[config.mk]
export PLATFORM = sky130hd
export DESIGN_NAME = fsb_bridge_flat
export DESIGN_NICKNAME = d
export VERILOG_FILES = /design/src/rtl/fsb_bridge_if.sv /design/src/rtl/fsb_bridge.sv /design/src/flat_wrapper.sv
export SDC_FILE = /design/constraint.sdc
export NUM_CORES = 1
export LEC_CHECK = 0
export BUFFER_PORTS_ARGS = -buffer_cell sky130_fd_sc_hd__buf_2
export CAP_MARGIN = 0
export CORE_MARGIN = 8
export CORE_UTILIZATION = 35
export DETAILED_ROUTE_END_ITERATION = 16
export PLACE_DENSITY = 0.68
export REMOVE_ABC_BUFFERS = 1
export SLEW_MARGIN = 20
export SYNTH_ARGS = -nofsm -noshare
export SYNTH_HDL_FRONTEND = slang
export SYNTH_SLANG_ARGS = --single-unit
export TNS_END_PERCENT = 50
[constraint.sdc]
create_clock -name clk -period 4.9 [get_ports clk]
set_input_delay 0.49 -clock clk [delete_from_list [all_inputs] [get_ports clk]]
set_output_delay 0.49 -clock clk [all_outputs]
set_load 0.005 [all_outputs]
[src/rtl/fsb_bridge_if.sv]
// rtl/fsb_bridge_if.sv - Wishbone-side and FSB pin-side signal bundle for fsb_bridge
interface fsb_bridge_if #(
  parameter int ADDR_W = 16
);
  logic [ADDR_W-1:0] WB_ADRi;
  logic [7:0]        WB_DATi;
  logic [7:0]        WB_DATo;
  logic              WB_WEi;
  logic              WB_CYCi;
  logic              WB_STBi;
  logic              WB_ACKo;
  logic [ADDR_W-1:0] FSB_ADDR;
  logic [7:0]        FSB_DQo;
  logic [7:0]        FSB_DQi;
  logic              FSB_DQoe;
  logic              FSB_CEn;
  logic              FSB_OEn;
  logic              FSB_WEn;
  logic              FSB_RDY;
  logic              FSB_TMO;

  modport slave (
    input  WB_ADRi, WB_DATi, WB_WEi, WB_CYCi, WB_STBi, FSB_DQi, FSB_RDY,
    output WB_DATo, WB_ACKo, FSB_ADDR, FSB_DQo, FSB_DQoe, FSB_CEn, FSB_OEn,
           FSB_WEn, FSB_TMO
  );

  modport master (
    output WB_ADRi, WB_DATi, WB_WEi, WB_CYCi, WB_STBi, FSB_DQi, FSB_RDY,
    input  WB_DATo, WB_ACKo, FSB_ADDR, FSB_DQo, FSB_DQoe, FSB_CEn, FSB_OEn,
           FSB_WEn, FSB_TMO
  );
endinterface

[src/rtl/fsb_bridge.sv]
// rtl/fsb_bridge.sv - Wishbone classic slave to external FSB parallel bus bridge
module fsb_bridge #(
  parameter int ADDR_W  = 16,
  parameter int TIMEOUT = 255
) (
  input  logic       clk,
  input  logic       rst,
  input  logic       SYNC_MODE,
  input  logic [6:0] ASYNC_WAITCYCLE,
  fsb_bridge_if.slave bus
);
  localparam int TW = $clog2(TIMEOUT + 1);
  localparam logic [TW-1:0] TLAST = TW'(TIMEOUT - 1);

  typedef enum logic [2:0] {S_IDLE, S_SETUP, S_ACCESS, S_HOLD, S_ACK} state_t;

  state_t            r_state;
  logic              r_we;
  logic              r_mode;
  logic [6:0]        r_wait;
  logic [6:0]        r_wcnt;
  logic [TW-1:0]     r_tcnt;
  logic [7:0]        r_rdata;
  logic [ADDR_W-1:0] r_addr;
  logic [7:0]        r_dqo;
  logic [7:0]        r_dato;
  logic              r_ack;
  logic              r_dqoe;
  logic              r_cen;
  logic              r_oen;
  logic              r_wen;
  logic              r_tmo;

  logic              w_tmo_hit;
  logic              w_leave;
  logic [7:0]        w_cap;

  // Sync mode: a ready on the last allowed cycle still wins over the timeout.
  always_comb begin
    w_tmo_hit = r_mode && !bus.FSB_RDY && (r_tcnt == TLAST);
    w_leave   = r_mode ? (bus.FSB_RDY || w_tmo_hit) : (r_wcnt == r_wait);
    w_cap     = w_tmo_hit ? 8'hFF : bus.FSB_DQi;
  end

  always_ff @(posedge clk) begin
    if (rst) begin
      r_state <= S_IDLE;
      r_we    <= 1'b0;
      r_mode  <= 1'b0;
      r_wait  <= 7'd0;
      r_wcnt  <= 7'd0;
      r_tcnt  <= '0;
      r_rdata <= 8'h00;
      r_addr  <= '0;
      r_dqo   <= 8'h00;
      r_dato  <= 8'h00;
      r_ack   <= 1'b0;
      r_dqoe  <= 1'b0;
      r_cen   <= 1'b1;
      r_oen   <= 1'b1;
      r_wen   <= 1'b1;
      r_tmo   <= 1'b0;
    end else begin
      case (r_state)
        S_IDLE: begin
          if (bus.WB_CYCi && bus.WB_STBi) begin
            r_addr  <= bus.WB_ADRi;
            r_dqo   <= bus.WB_DATi;
            r_we    <= bus.WB_WEi;
            r_mode  <= SYNC_MODE;
            r_wait  <= ASYNC_WAITCYCLE;
            r_cen   <= 1'b0;
            r_dqoe  <= bus.WB_WEi;
            r_state <= S_SETUP;
          end
        end
        S_SETUP: begin
          r_oen   <= r_we;
          r_wen   <= !r_we;
          r_wcnt  <= 7'd0;
          r_tcnt  <= '0;
          r_state <= S_ACCESS;
        end
        S_ACCESS: begin
          if (w_leave) begin
            r_rdata <= w_cap;
            r_oen   <= 1'b1;
            r_wen   <= 1'b1;
            r_state <= S_HOLD;
            if (w_tmo_hit) r_tmo <= 1'b1;
          end else begin
            r_wcnt <= r_wcnt + 7'd1;
            if (r_tcnt != '1) r_tcnt <= r_tcnt + 1'b1;
          end
        end
        S_HOLD: begin
          r_cen   <= 1'b1;
          r_dqoe  <= 1'b0;
          r_ack   <= bus.WB_CYCi;
          if (!r_we) r_dato <= r_rdata;
          r_state <= S_ACK;
        end
        S_ACK: begin
          r_ack   <= 1'b0;
          r_state <= S_IDLE;
        end
        default: r_state <= S_IDLE;
      endcase
    end
  end

  assign bus.WB_DATo  = r_dato;
  assign bus.WB_ACKo  = r_ack;
  assign bus.FSB_ADDR = r_addr;
  assign bus.FSB_DQo  = r_dqo;
  assign bus.FSB_DQoe = r_dqoe;
  assign bus.FSB_CEn  = r_cen;
  assign bus.FSB_OEn  = r_oen;
  assign bus.FSB_WEn  = r_wen;
  assign bus.FSB_TMO  = r_tmo;
endmodule

[src/flat_wrapper.sv]
// flat-port wrapper written by rule: the top's interface ports become plain ports
module fsb_bridge_flat 
#(
  parameter int ADDR_W  = 16,
  parameter int TIMEOUT = 255
)
  (clk, rst, SYNC_MODE, ASYNC_WAITCYCLE, bus_WB_ADRi, bus_WB_DATi, bus_WB_WEi, bus_WB_CYCi, bus_WB_STBi, bus_FSB_DQi, bus_FSB_RDY, bus_WB_DATo, bus_WB_ACKo, bus_FSB_ADDR, bus_FSB_DQo, bus_FSB_DQoe, bus_FSB_CEn, bus_FSB_OEn, bus_FSB_WEn, bus_FSB_TMO);
  fsb_bridge_if #(.ADDR_W(ADDR_W)) bus_i ();
  input  logic clk;
  input  logic rst;
  input  logic SYNC_MODE;
  input  logic [6:0] ASYNC_WAITCYCLE;
  input wire logic [$bits(bus_i.WB_ADRi)-1:0] bus_WB_ADRi;
  input wire logic [$bits(bus_i.WB_DATi)-1:0] bus_WB_DATi;
  input wire logic [$bits(bus_i.WB_WEi)-1:0] bus_WB_WEi;
  input wire logic [$bits(bus_i.WB_CYCi)-1:0] bus_WB_CYCi;
  input wire logic [$bits(bus_i.WB_STBi)-1:0] bus_WB_STBi;
  input wire logic [$bits(bus_i.FSB_DQi)-1:0] bus_FSB_DQi;
  input wire logic [$bits(bus_i.FSB_RDY)-1:0] bus_FSB_RDY;
  output wire logic [$bits(bus_i.WB_DATo)-1:0] bus_WB_DATo;
  output wire logic [$bits(bus_i.WB_ACKo)-1:0] bus_WB_ACKo;
  output wire logic [$bits(bus_i.FSB_ADDR)-1:0] bus_FSB_ADDR;
  output wire logic [$bits(bus_i.FSB_DQo)-1:0] bus_FSB_DQo;
  output wire logic [$bits(bus_i.FSB_DQoe)-1:0] bus_FSB_DQoe;
  output wire logic [$bits(bus_i.FSB_CEn)-1:0] bus_FSB_CEn;
  output wire logic [$bits(bus_i.FSB_OEn)-1:0] bus_FSB_OEn;
  output wire logic [$bits(bus_i.FSB_WEn)-1:0] bus_FSB_WEn;
  output wire logic [$bits(bus_i.FSB_TMO)-1:0] bus_FSB_TMO;
  assign bus_i.WB_ADRi = bus_WB_ADRi;
  assign bus_i.WB_DATi = bus_WB_DATi;
  assign bus_i.WB_WEi = bus_WB_WEi;
  assign bus_i.WB_CYCi = bus_WB_CYCi;
  assign bus_i.WB_STBi = bus_WB_STBi;
  assign bus_i.FSB_DQi = bus_FSB_DQi;
  assign bus_i.FSB_RDY = bus_FSB_RDY;
  assign bus_WB_DATo = bus_i.WB_DATo;
  assign bus_WB_ACKo = bus_i.WB_ACKo;
  assign bus_FSB_ADDR = bus_i.FSB_ADDR;
  assign bus_FSB_DQo = bus_i.FSB_DQo;
  assign bus_FSB_DQoe = bus_i.FSB_DQoe;
  assign bus_FSB_CEn = bus_i.FSB_CEn;
  assign bus_FSB_OEn = bus_i.FSB_OEn;
  assign bus_FSB_WEn = bus_i.FSB_WEn;
  assign bus_FSB_TMO = bus_i.FSB_TMO;
  fsb_bridge #(.ADDR_W(ADDR_W), .TIMEOUT(TIMEOUT)) u_core (.clk(clk), .rst(rst), .SYNC_MODE(SYNC_MODE), .ASYNC_WAITCYCLE(ASYNC_WAITCYCLE), .bus(bus_i));
endmodule
==> results of run 1 <==
==> power groups by stage <==
stage	combinational, W	clock (W)	sequential, W
5_1_grt	0.000174	0.000546	0.000641
6_report	0.000154	0.000505	0.000637
3_5_place_dp	0.000156	0	0.000651
2_1_floorplan	0.0000863	0	0.000649
4_1_cts	0.000156	0.000516	0.000637
3_3_place_gp	0.000152	0	0.000650
==> sequential cells by signal, indices dropped and copies added, names as in the netlist, 3 cells and up <==
signal / flops
u_core.bus.WB_DATo: 8
u_core.bus.FSB_ADDR: 16
u_core.r_rdata: 8
u_core.r_wcnt: 7
u_core.r_wait: 7
u_core.r_tcnt: 8
u_core.r_state: 3
u_core.bus.FSB_DQo: 8
==> cells by family after synthesis <==
kind of cell / synth area share
AO/OA/AOI/OAI: 0.1958
XOR/XNOR: 0.02285
AND/OR/NAND/NOR: 0.2415
multiplexers: 0.003264
buffers and inverters: 0.04773
flip-flops: 0.4765
adder cells (fa/ha/maj): 0.01224
==> stage by stage <==
stage                     std cells  power [W]  setup WS (ps)    util  hold WS (ps)
after floorplan                 346  0.0007356           2617       -         425.5
after global placement          539  0.0008024           2651  0.4089         432.1
after detailed placement        539  0.0008066           2609  0.4089         443.2
after CTS                       554   0.001310           2837  0.4332         370.5
after global routing            554   0.001362           2653  0.4335         370.1
final                           554   0.001296           2811  0.4335         382.3
==> worst register-to-register path: cells and delay by family, from the launching register on <==
family,cells,cell delay (ps)
DFF,1,390
and+or+nand+nor,5,1640
==> cells in the mapped netlist (3+ instances only) <==
library cell	number
xor2_1	7
a21oi_1	57
nor2_1	19
or3_1	4
o211ai_1	7
ha_1	3
clkbuf_1	15
nand2b_1	7
nand2_1	88
nor3_1	3
a211oi_1	9
o221ai_1	4
inv_1	5
nand4_1	3
o21ai_0	9
buf_2	3
or4_1	6
nand3_1	13
buf_4	4
dfxtp_1	73
nor4_2	3
==> worst max-delay path by stage <==
stage,start,to,slack [ps],cells after the start
finish,u_core.r_state[2],u_core.r_tcnt[5],2810,5
detailed placement,rst,u_core.r_tcnt[6],2610,6
global placement,rst,u_core.r_tcnt[6],2650,6
floorplan,bus_WB_CYCi,u_core.bus.FSB_DQoe,2620,4
CTS,u_core.r_state[2],u_core.r_tcnt[5],2840,5
global route,u_core.r_state[2],u_core.r_tcnt[5],2650,5
==> area by class of cell <==
cell class                      count  area, sq um
Clock buffer                       10        127.6
Multi-Input combinational cell    268         1470
Fill cell                         893         4868
Tap cell                          108        135.1
Inverter                            5        18.77
Sequential cell                    73         1461
Timing Repair Buffer               85        430.4
Clock inverter                      5        81.33
==> metal layers <==
layer,wire (um),GRT usage,share of wire
met1,3309,0.1485,0.44
met4,92,0.04436,0.012
met3,778,0.06038,0.10
met2,3365,0.2063,0.45
met5,0,0,0
==> cell usage in the layout (no fill, tap or decap), drive strengths merged, types with 9 or more instances in the layout <==
master,n
o21ai,11
dfxtp,73
nand3,13
buf,85
clkbuf,10
nand2,88
nor2,19
a211oi,9
a21oi,57
==> impl_metrics.csv, run 1 <==
group,metric,value,unit
run_status,status,"finished clean",
logic_synthesis,synth_cells,371,
finish,antenna_cells,0,
finish,layout.nets,491,
finish,drive_above_1_share,0.2489,
detailed_routing,route.detailed.drc,0,
worst_setup_path,rr_endpoint,"u_core.r_tcnt[5]",
clocking,clock_sinks,73,
logic_synthesis,synth_top_cell_area_share,0.4765,
timing,rsz0062_at_grt,"false",
worst_setup_path,cp.arrival,2370,ps
worst_setup_path,crit_path_start_kind,"flop",
worst_hold_path,whs_path_depth,3,
timing,max_freq,478.7,MHz
worst_setup_path,worstPathCellList,"nor2_1 > and2_1 > nand2b_1 > or4_1 > nand3_1",
clocking,cts_hold_buf,0,
logic_synthesis,seq_area_frac_synth,0.4765,
worst_hold_path,hp-start,"bus_WB_DATi[3]",
power,peakVddDrop,228.5,uV
detailed_routing,route.detailed.vias_per_inst,5.119,
worst_setup_path,r2r_start,"u_core.r_state[2]",
global_routing,grt_max_degree,38,
clocking,cts_root_buffer,"clkbuf_8",
clocking,clkTransAtPathRegs,80,ps
clocking,clock_path_buffers,2,
worst_setup_path,worstSetupEndpointType,"flop",
placement,dp_hpwl,5.401,mm
logic_synthesis,synth_edf_count,0,
power,sw_frac_of_total,0.2591,
global_routing,grt_pass1_wl,12.64,mm
global_routing,antenna_found_initial,0,
worst_setup_path,cp_num_buf_inv,0,
clocking,post-cts-setup-buffers,0,
job,maxCapViolations,0,
placement,io_buffers,83,
logic_synthesis,synthDistinctLibCells,44,
floorplanning,num_rows,34,
global_routing,overflow,0,
worst_setup_path,cp_top_family,"simple AND/OR/NAND/NOR gates",
power,power.density,347.9,nW/um^2
power,p_sw,0.0003357,W
finish,layout-area-overhead-vs-synth,21.46,%
timing,finalSetupViolations,0,
logic_synthesis,yosys-top-cells-area,"dfxtp_1, nand2_1, a21oi_1",
power,internal-power,0.0009601,W
clocking,tritoncts,"built",
worst_setup_path,path_class,"reg -> reg",
detailed_routing,drtIter0Drc,96,
clocking,cts-buffers-inserted,9,
worst_setup_path,critPathMaxStageDelay,550,ps
placement,dpl_cell_area,3513,sq um
logic_synthesis,yosysWarningCount,0,
timing,worstMarginPinSlew,651.2,ps
floorplanning,io_pins,84,
worst_setup_path,crit_fanout,15,
timing,setup_tns,0,ps
logic_synthesis,ys.flop_type,"dfxtp_1",
floorplanning,fp.dieH,109.6,um
logic_synthesis,synth_area,3067,sq um
detailed_routing,first_pass_iters,4,
worst_hold_path,min_to,"u_core.bus.FSB_DQo[3]",
detailed_routing,antenna_left,0,
logic_synthesis,synthArstFlopShare,0,
power,pwr-share-clk,0.389,
floorplanning,die_x,109.6,um
timing,finalMaxSlewViolations,0,
floorplanning,core_area,8593,sq um
logic_synthesis,avgSynthCellArea,8.266,sq um
finish,final_area,3725,sq um
timing,max_slew_margin,0.5635,
detailed_routing,drt-wirelength-per-cell,13.62,um
clocking,htree_levels,3,
timing,fin_crit,2089,ps
floorplanning,initial_core_util,0.3569,
timing,clock_skew,9.247,ps
worst_setup_path,cp_slowest_cell,"and2_1",
worst_hold_path,hold_path.class,"in -> reg",
timing,fin_crit_sh,0.4264,
power,leakage,1.508,nW
power,pwr-share-comb,0.119,
floorplanning,die_area,12010,sq um
worst_setup_path,worstPathRequired,5180,ps
clocking,clock_latency,340,ps
global_routing,grt_pass1_vias,2905,
placement,place.gp.congestion,0.7674,
detailed_routing,num_vias,2836,
detailed_routing,routed_wl,7.545,mm
global_routing,grtUsageTotal,0.1289,
power,power_frac_seq,0.492,
worst_setup_path,rr_worst_depth,5,
timing,hold_viol,0,
clocking,cts_resized,0,
logic_synthesis,synth_seq_cells,73,
worst_setup_path,r2r_slack,2810,ps
logic_synthesis,synth_top_cell_by_area,"dfxtp_1",
(Power assumes the default switching activity.)
==> inputs of run 2 (changes only) <==
ABC_AREA = 1   (was not set)
clock period = 2.15 ns   (was 4.9 ns; I/O delays follow)
==> impl_metrics.csv, run 2 <==
group,metric,value,unit
clocking,cts-buffers-inserted,9,
logic_synthesis,seq_area_frac_synth,0.4655,
timing,clock_skew,8.657,ps
detailed_routing,num_vias,2961,
clocking,cts_root_buffer,"clkbuf_8",
worst_setup_path,worstSetupEndpointType,"flop",
logic_synthesis,ys.flop_type,"dfxtp_1",
worst_setup_path,crit_path_start_kind,"flop",
timing,hold_viol,0,
worst_setup_path,path_class,"reg -> reg",
logic_synthesis,yosys-top-cells-area,"dfxtp_1, nor2_1, nand2_1",
finish,final_core_util,0.4429,
clocking,tritoncts,"built",
clocking,clock_path_buffers,2,
worst_setup_path,cp.arrival,2000,ps
worst_setup_path,r2r_start,"u_core.r_state[2]",
job,maxCapViolations,0,
global_routing,grtUsageTotal,0.1295,
detailed_routing,route.detailed.vias_per_inst,4.760,
global_routing,met2_usage,0.2099,
power,power,0.003635,W
timing,finalMaxSlewViolations,0,
finish,layout_commonest_cell,"nor2_1",
clocking,clock_sinks,73,
placement,dp_slack,390.8,ps
floorplanning,die_area,12260,sq um
finish,layout-area-overhead-vs-synth,23.04,%
power,leakage,1.804,nW
timing,max_slew_margin,0.5441,
timing,worstMarginPinSlew,682.9,ps
worst_setup_path,crit_path_start,"u_core.r_state[2]",
clocking,clkTransAtPathRegs,80,ps
timing,fin_crit_sh,0.8207,
finish,layout_common_cells,"nor2_1, buf_2, dfxtp_1, nand2_1, o21ai_0",
placement,place.gp.congestion,0.8642,
worst_hold_path,hold_path.class,"in -> reg",
clocking,htree_levels,3,
detailed_routing,routed_wl,7.807,mm
logic_synthesis,synth_top_cell_area_share,0.4655,
clocking,post-cts-setup-buffers,0,
logic_synthesis,yosys-top-cells-count,"nor2_1, dfxtp_1, nand2_1",
clocking,cts_hold_buf,0,
logic_synthesis,synth_most_common_cell,"nor2_1",
detailed_routing,antenna_left,0,
worst_setup_path,worstPathRequired,2390,ps
power,power.density,941.2,nW/um^2
timing,max_freq,566.7,MHz
detailed_routing,route.detailed.drc,0,
timing,worst_slack,385.4,ps
placement,io_buffers,83,
timing,rsz0062_at_grt,"false",
global_routing,met3_usage,0.05519,
floorplanning,num_rows,34,
placement,dp_hpwl,5.590,mm
finish,n_fill_cell,900,
detailed_routing,drtIter0Drc,192,
worst_setup_path,crit_fanout,18,
floorplanning,io_pins,84,
logic_synthesis,synth_edf_count,0,
floorplanning,core_area,8721,sq um
global_routing,antenna_found_initial,1,
timing,fin_crit,1765,ps
global_routing,grt_pass1_wl,13.52,mm
logic_synthesis,synthDistinctLibCells,31,
run_status,status,"finished clean",
power,peakVddDrop,481.1,uV
clocking,clock_latency,350,ps
clocking,cts_resized,0,
finish,layout.nets,557,
timing,holdWs,88.22,ps
logic_synthesis,synthArstFlopShare,0,
global_routing,grt_max_degree,54,
logic_synthesis,synth_seq_cells,73,
finish,drive_above_1_share,0.2495,
floorplanning,die_x,110.7,um
global_routing,grt_use_met1,0.1494,
timing,finalSetupViolations,0,
logic_synthesis,avgSynthCellArea,7.369,sq um
global_routing,gr-max-usage-layer,"met2",
logic_synthesis,synth_top_cell_by_area,"dfxtp_1",
worst_hold_path,hp-start,"bus_WB_ADRi[5]",
detailed_routing,first_pass_iters,4,
floorplanning,fp.dieH,110.7,um
global_routing,grt_pass1_vias,2943,
logic_synthesis,synth_area,3139,sq um
logic_synthesis,yosysWarningCount,0,
detailed_routing,drt-wirelength-per-cell,12.55,um
floorplanning,initial_core_util,0.3600,
logic_synthesis,synth_cells,426,
timing,setup_tns,0,ps
finish,largest_register_ffs,16,
global_routing,overflow,0,
run 2: area by class of cell:
cell class | instances | area (sq um) | share of cell area
Tap cell | 108 | 135.1 | 0.03499
Clock inverter | 6 | 90.09 | 0.02332
Inverter | 36 | 137.6 | 0.03563
Sequential cell | 73 | 1461 | 0.3784
Clock buffer | 10 | 127.6 | 0.03304
Timing Repair Buffer | 86 | 437.9 | 0.1134
Antenna cell | 1 | 2.502 | 0.0006479
Multi-Input combinational cell | 302 | 1470 | 0.3806
run 2: power breakdown:
| part | switching, W | leakage [nW] | total, W | internal, W |
|---|---|---|---|---|
| registers | 0.000107 | 0.596 | 0.00163 | 0.00152 |
| logic | 0.000524 | 1.10 | 0.000831 | 0.000307 |
| clock network | 0.000521 | 0.107 | 0.00118 | 0.000658 |
run 2: routing by layer:
metal | routed length (um) | part of all wire
met5 | 0 | 0
met4 | 140 | 0.018
met3 | 588 | 0.075
met1 | 3577 | 0.46
met2 | 3501 | 0.45
run 2: path summary, 6_finish.rpt:
check                                               to  cells past startpoint  slack, ps
worst min-delay path            u_core.bus.FSB_ADDR[5]                      3         90
worst max register to register        u_core.r_tcnt[3]                      8        390
worst max-delay path                  u_core.r_tcnt[3]                      8        390
worst min register to register      u_core.bus.FSB_CEn                      2        450
run 2: worst max-delay path: stages, from the launching register on:
cell	delay, ps
dfxtp_1	350
nor2_2	210
nand2_2	220
inv_2	230
nand3_4	240
nand2_4	180
clkinv_2	80
nor2_1	90
nor2_1	50
run 2: logic make-up (layout without fill, tap and decap cells):
family	count (synthesis)	count (layout)	synth area share
AND/OR/NAND/NOR	209	209	0.3009
AO/OA/AOI/OAI	90	90	0.1554
flip-flops	73	73	0.4655
buffers and inverters	51	138	0.06616
adder cells (fa/ha/maj)	3	3	0.01196
other	0	1	0
run 2: through the flow:
stage / cell area (sq um) / instances
floorplan: 3069 / 411
global placement: 3642 / 605
detailed placement: 3642 / 605
CTS: 3860 / 621
global route: 3862 / 622
finish: 3862 / 622
==> inputs of run 3 (changes only) <==
ABC_AREA = 0   (was 1)
clock period = 1.8 ns   (was 2.15 ns; I/O delays follow)
==> impl_metrics.csv, run 3 (same netlist as run 1, synthesis figures left out) <==
group,metric,value,unit
global_routing,grt_pass1_vias,3028,
clocking,cts_root_buffer,"clkbuf_8",
placement,dp_cells,554,
worst_hold_path,whs_path_depth,3,
clocking,clock_sinks,73,
floorplanning,initial_core_util,0.3569,
finish,layout-area-overhead-vs-synth,29.33,%
detailed_routing,drtIter0Drc,192,
worst_setup_path,cp_num_buf_inv,2,
timing,finalMaxSlewViolations,0,
detailed_routing,drt-wirelength-per-cell,14.34,um
worst_setup_path,path_depth,8,
worst_setup_path,cp.arrival,2030,ps
global_routing,grtUsageTotal,0.1387,
global_routing,grt_pass1_wl,13.48,mm
finish,largest_register_ffs,16,
floorplanning,die_area,12010,sq um
placement,dpl_cell_area,3651,sq um
finish,antenna_cells,0,
global_routing,grt_max_degree,36,
worst_setup_path,path_class,"reg -> reg",
placement,place.gp.congestion,0.7775,
worst_setup_path,cp_slowest_cell,"or3_4",
clocking,tritoncts,"built",
global_routing,antenna_found_initial,0,
timing,clock_skew,9.247,ps
worst_setup_path,worstSetupEndpointType,"flop",
finish,final_core_util,0.4616,
finish,drive_above_1_share,0.3047,
placement,io_buffers,83,
floorplanning,die_x,109.6,um
worst_setup_path,cp_top_family,"simple AND/OR/NAND/NOR gates",
detailed_routing,route.detailed.drc,0,
worst_setup_path,critPathMaxStageDelay,370,ps
worst_setup_path,worstPathRequired,2070,ps
job,maxCapViolations,0,
clocking,clock_path_buffers,2,
placement,dp_hpwl,5.637,mm
detailed_routing,first_pass_iters,4,
timing,rsz0062_at_grt,"true",
detailed_routing,antenna_left,0,
run_status,status,"finished clean",
clocking,htree_levels,3,
timing,fin_crit,1757,ps
timing,max_slew_margin,0.6937,
clocking,cts-buffers-inserted,9,
power,power.density,902.4,nW/um^2
timing,holdWs,65.96,ps
timing,hold_viol,0,
finish,layout_common_cells,"nand2_1, buf_2, dfxtp_1, a21oi_1, nor2_1",
floorplanning,io_pins,84,
detailed_routing,num_vias,2963,
timing,fin_crit_sh,0.9763,
timing,max_freq,569.1,MHz
finish,layout.nets,510,
detailed_routing,routed_wl,8.230,mm
floorplanning,fp.dieH,109.6,um
timing,worstMarginPinSlew,457.8,ps
worst_setup_path,worstPathCellList,"inv_1 > ha_1 > nand4_1 > o21ai_2 > a21o_4 > buf_12 > or3_4 > a21oi_2",
power,leakage,1.634,nW
finish,layout_commonest_cell,"nand2_1",
worst_setup_path,crit_fanout,5,
clocking,clock_latency,340,ps
floorplanning,core_area,8593,sq um
detailed_routing,route.detailed.vias_per_inst,5.162,
clocking,clkTransAtPathRegs,70,ps
floorplanning,num_rows,34,
global_routing,overflow,0,
finish,final_area,3966,sq um
timing,finalSetupViolations,0,
power,power,0.003579,W
worst_hold_path,hold_path.class,"in -> reg",
worst_setup_path,crit_path_start_kind,"flop",
power,peakVddDrop,463.4,uV
finish,fin_cells,574,
worst_setup_path,rr_worst_depth,8,
[run 3: changes by cell type in the layout (fill, tap and decap cells not counted), sizes merged, moves of 6 or more]
cell,change
nand2,+10
nor2,-74
a21oi,+24
o21ai,-41
buf,+16
inv,-29
a211oi,+9
nand3,-11
o211ai,+7
nand2b,+7
or4,+6
xor2,+7
[run 3: worst paths after layout]
check	endpoint	start	slack, ps
worst min register to register	u_core.bus.FSB_ADDR[0]	u_core.bus.FSB_ADDR[0]	450
worst max-delay path	u_core.r_wcnt[0]	u_core.r_tcnt[0]	40
worst min-delay path	u_core.bus.FSB_ADDR[11]	bus_WB_ADRi[11]	70
worst max register to register	u_core.r_wcnt[0]	u_core.r_tcnt[0]	40
[run 3: layout make-up]
| type | instances | area (sq um) |
|---|---|---|
| multi-input cells | 270 | 1555 |
| clock inverters | 7 | 70.07 |
| repair buffers | 102 | 599.3 |
| inverters | 5 | 18.77 |
| flip-flops and latches | 73 | 1464 |
| fillers | 855 | 4627 |
| clock buffers | 9 | 123.9 |
| well taps | 108 | 135.1 |
[run 3: routing by layer]
metal / wire length, um / track usage
met1: 3512 / 0.1546
met2: 3880 / 0.2248
met3: 750 / 0.06858
met4: 87 / 0.04918
met5: 0 / 0
[run 3: tightest hold or removal path: cells and delay by family]
family,cells,cell delay [ps]
buf+inv,1,90
compound gates,1,50
simple gates,1,40
[run 3: where the power goes]
group	switching, W	internal [W]	total, W
logic	0.000333	0.000260	0.000593
registers	0.0000444	0.00169	0.00173
clock network	0.000617	0.000639	0.00126
total	0.000995	0.00258	0.00358
[run 3: metrics by stage]
stage | setup TNS [ps] | worst slack (ps)
2_1_floorplan | -11690 | -412.9
3_3_place_gp | 0 | 6.164
3_5_place_dp | -309.1 | -64.33
4_1_cts | 0 | 36.59
5_1_grt | -57.39 | -20.27
6_report | 0 | 42.75
[run 3: repair_timing]
item,4_1_cts,5_1_grt
gates resized for setup,5,13
buffers inserted,1,1
hold buffers,0,0
endpoints found under the setup margin,17,20
cloned,2,0
pin swaps,1,5
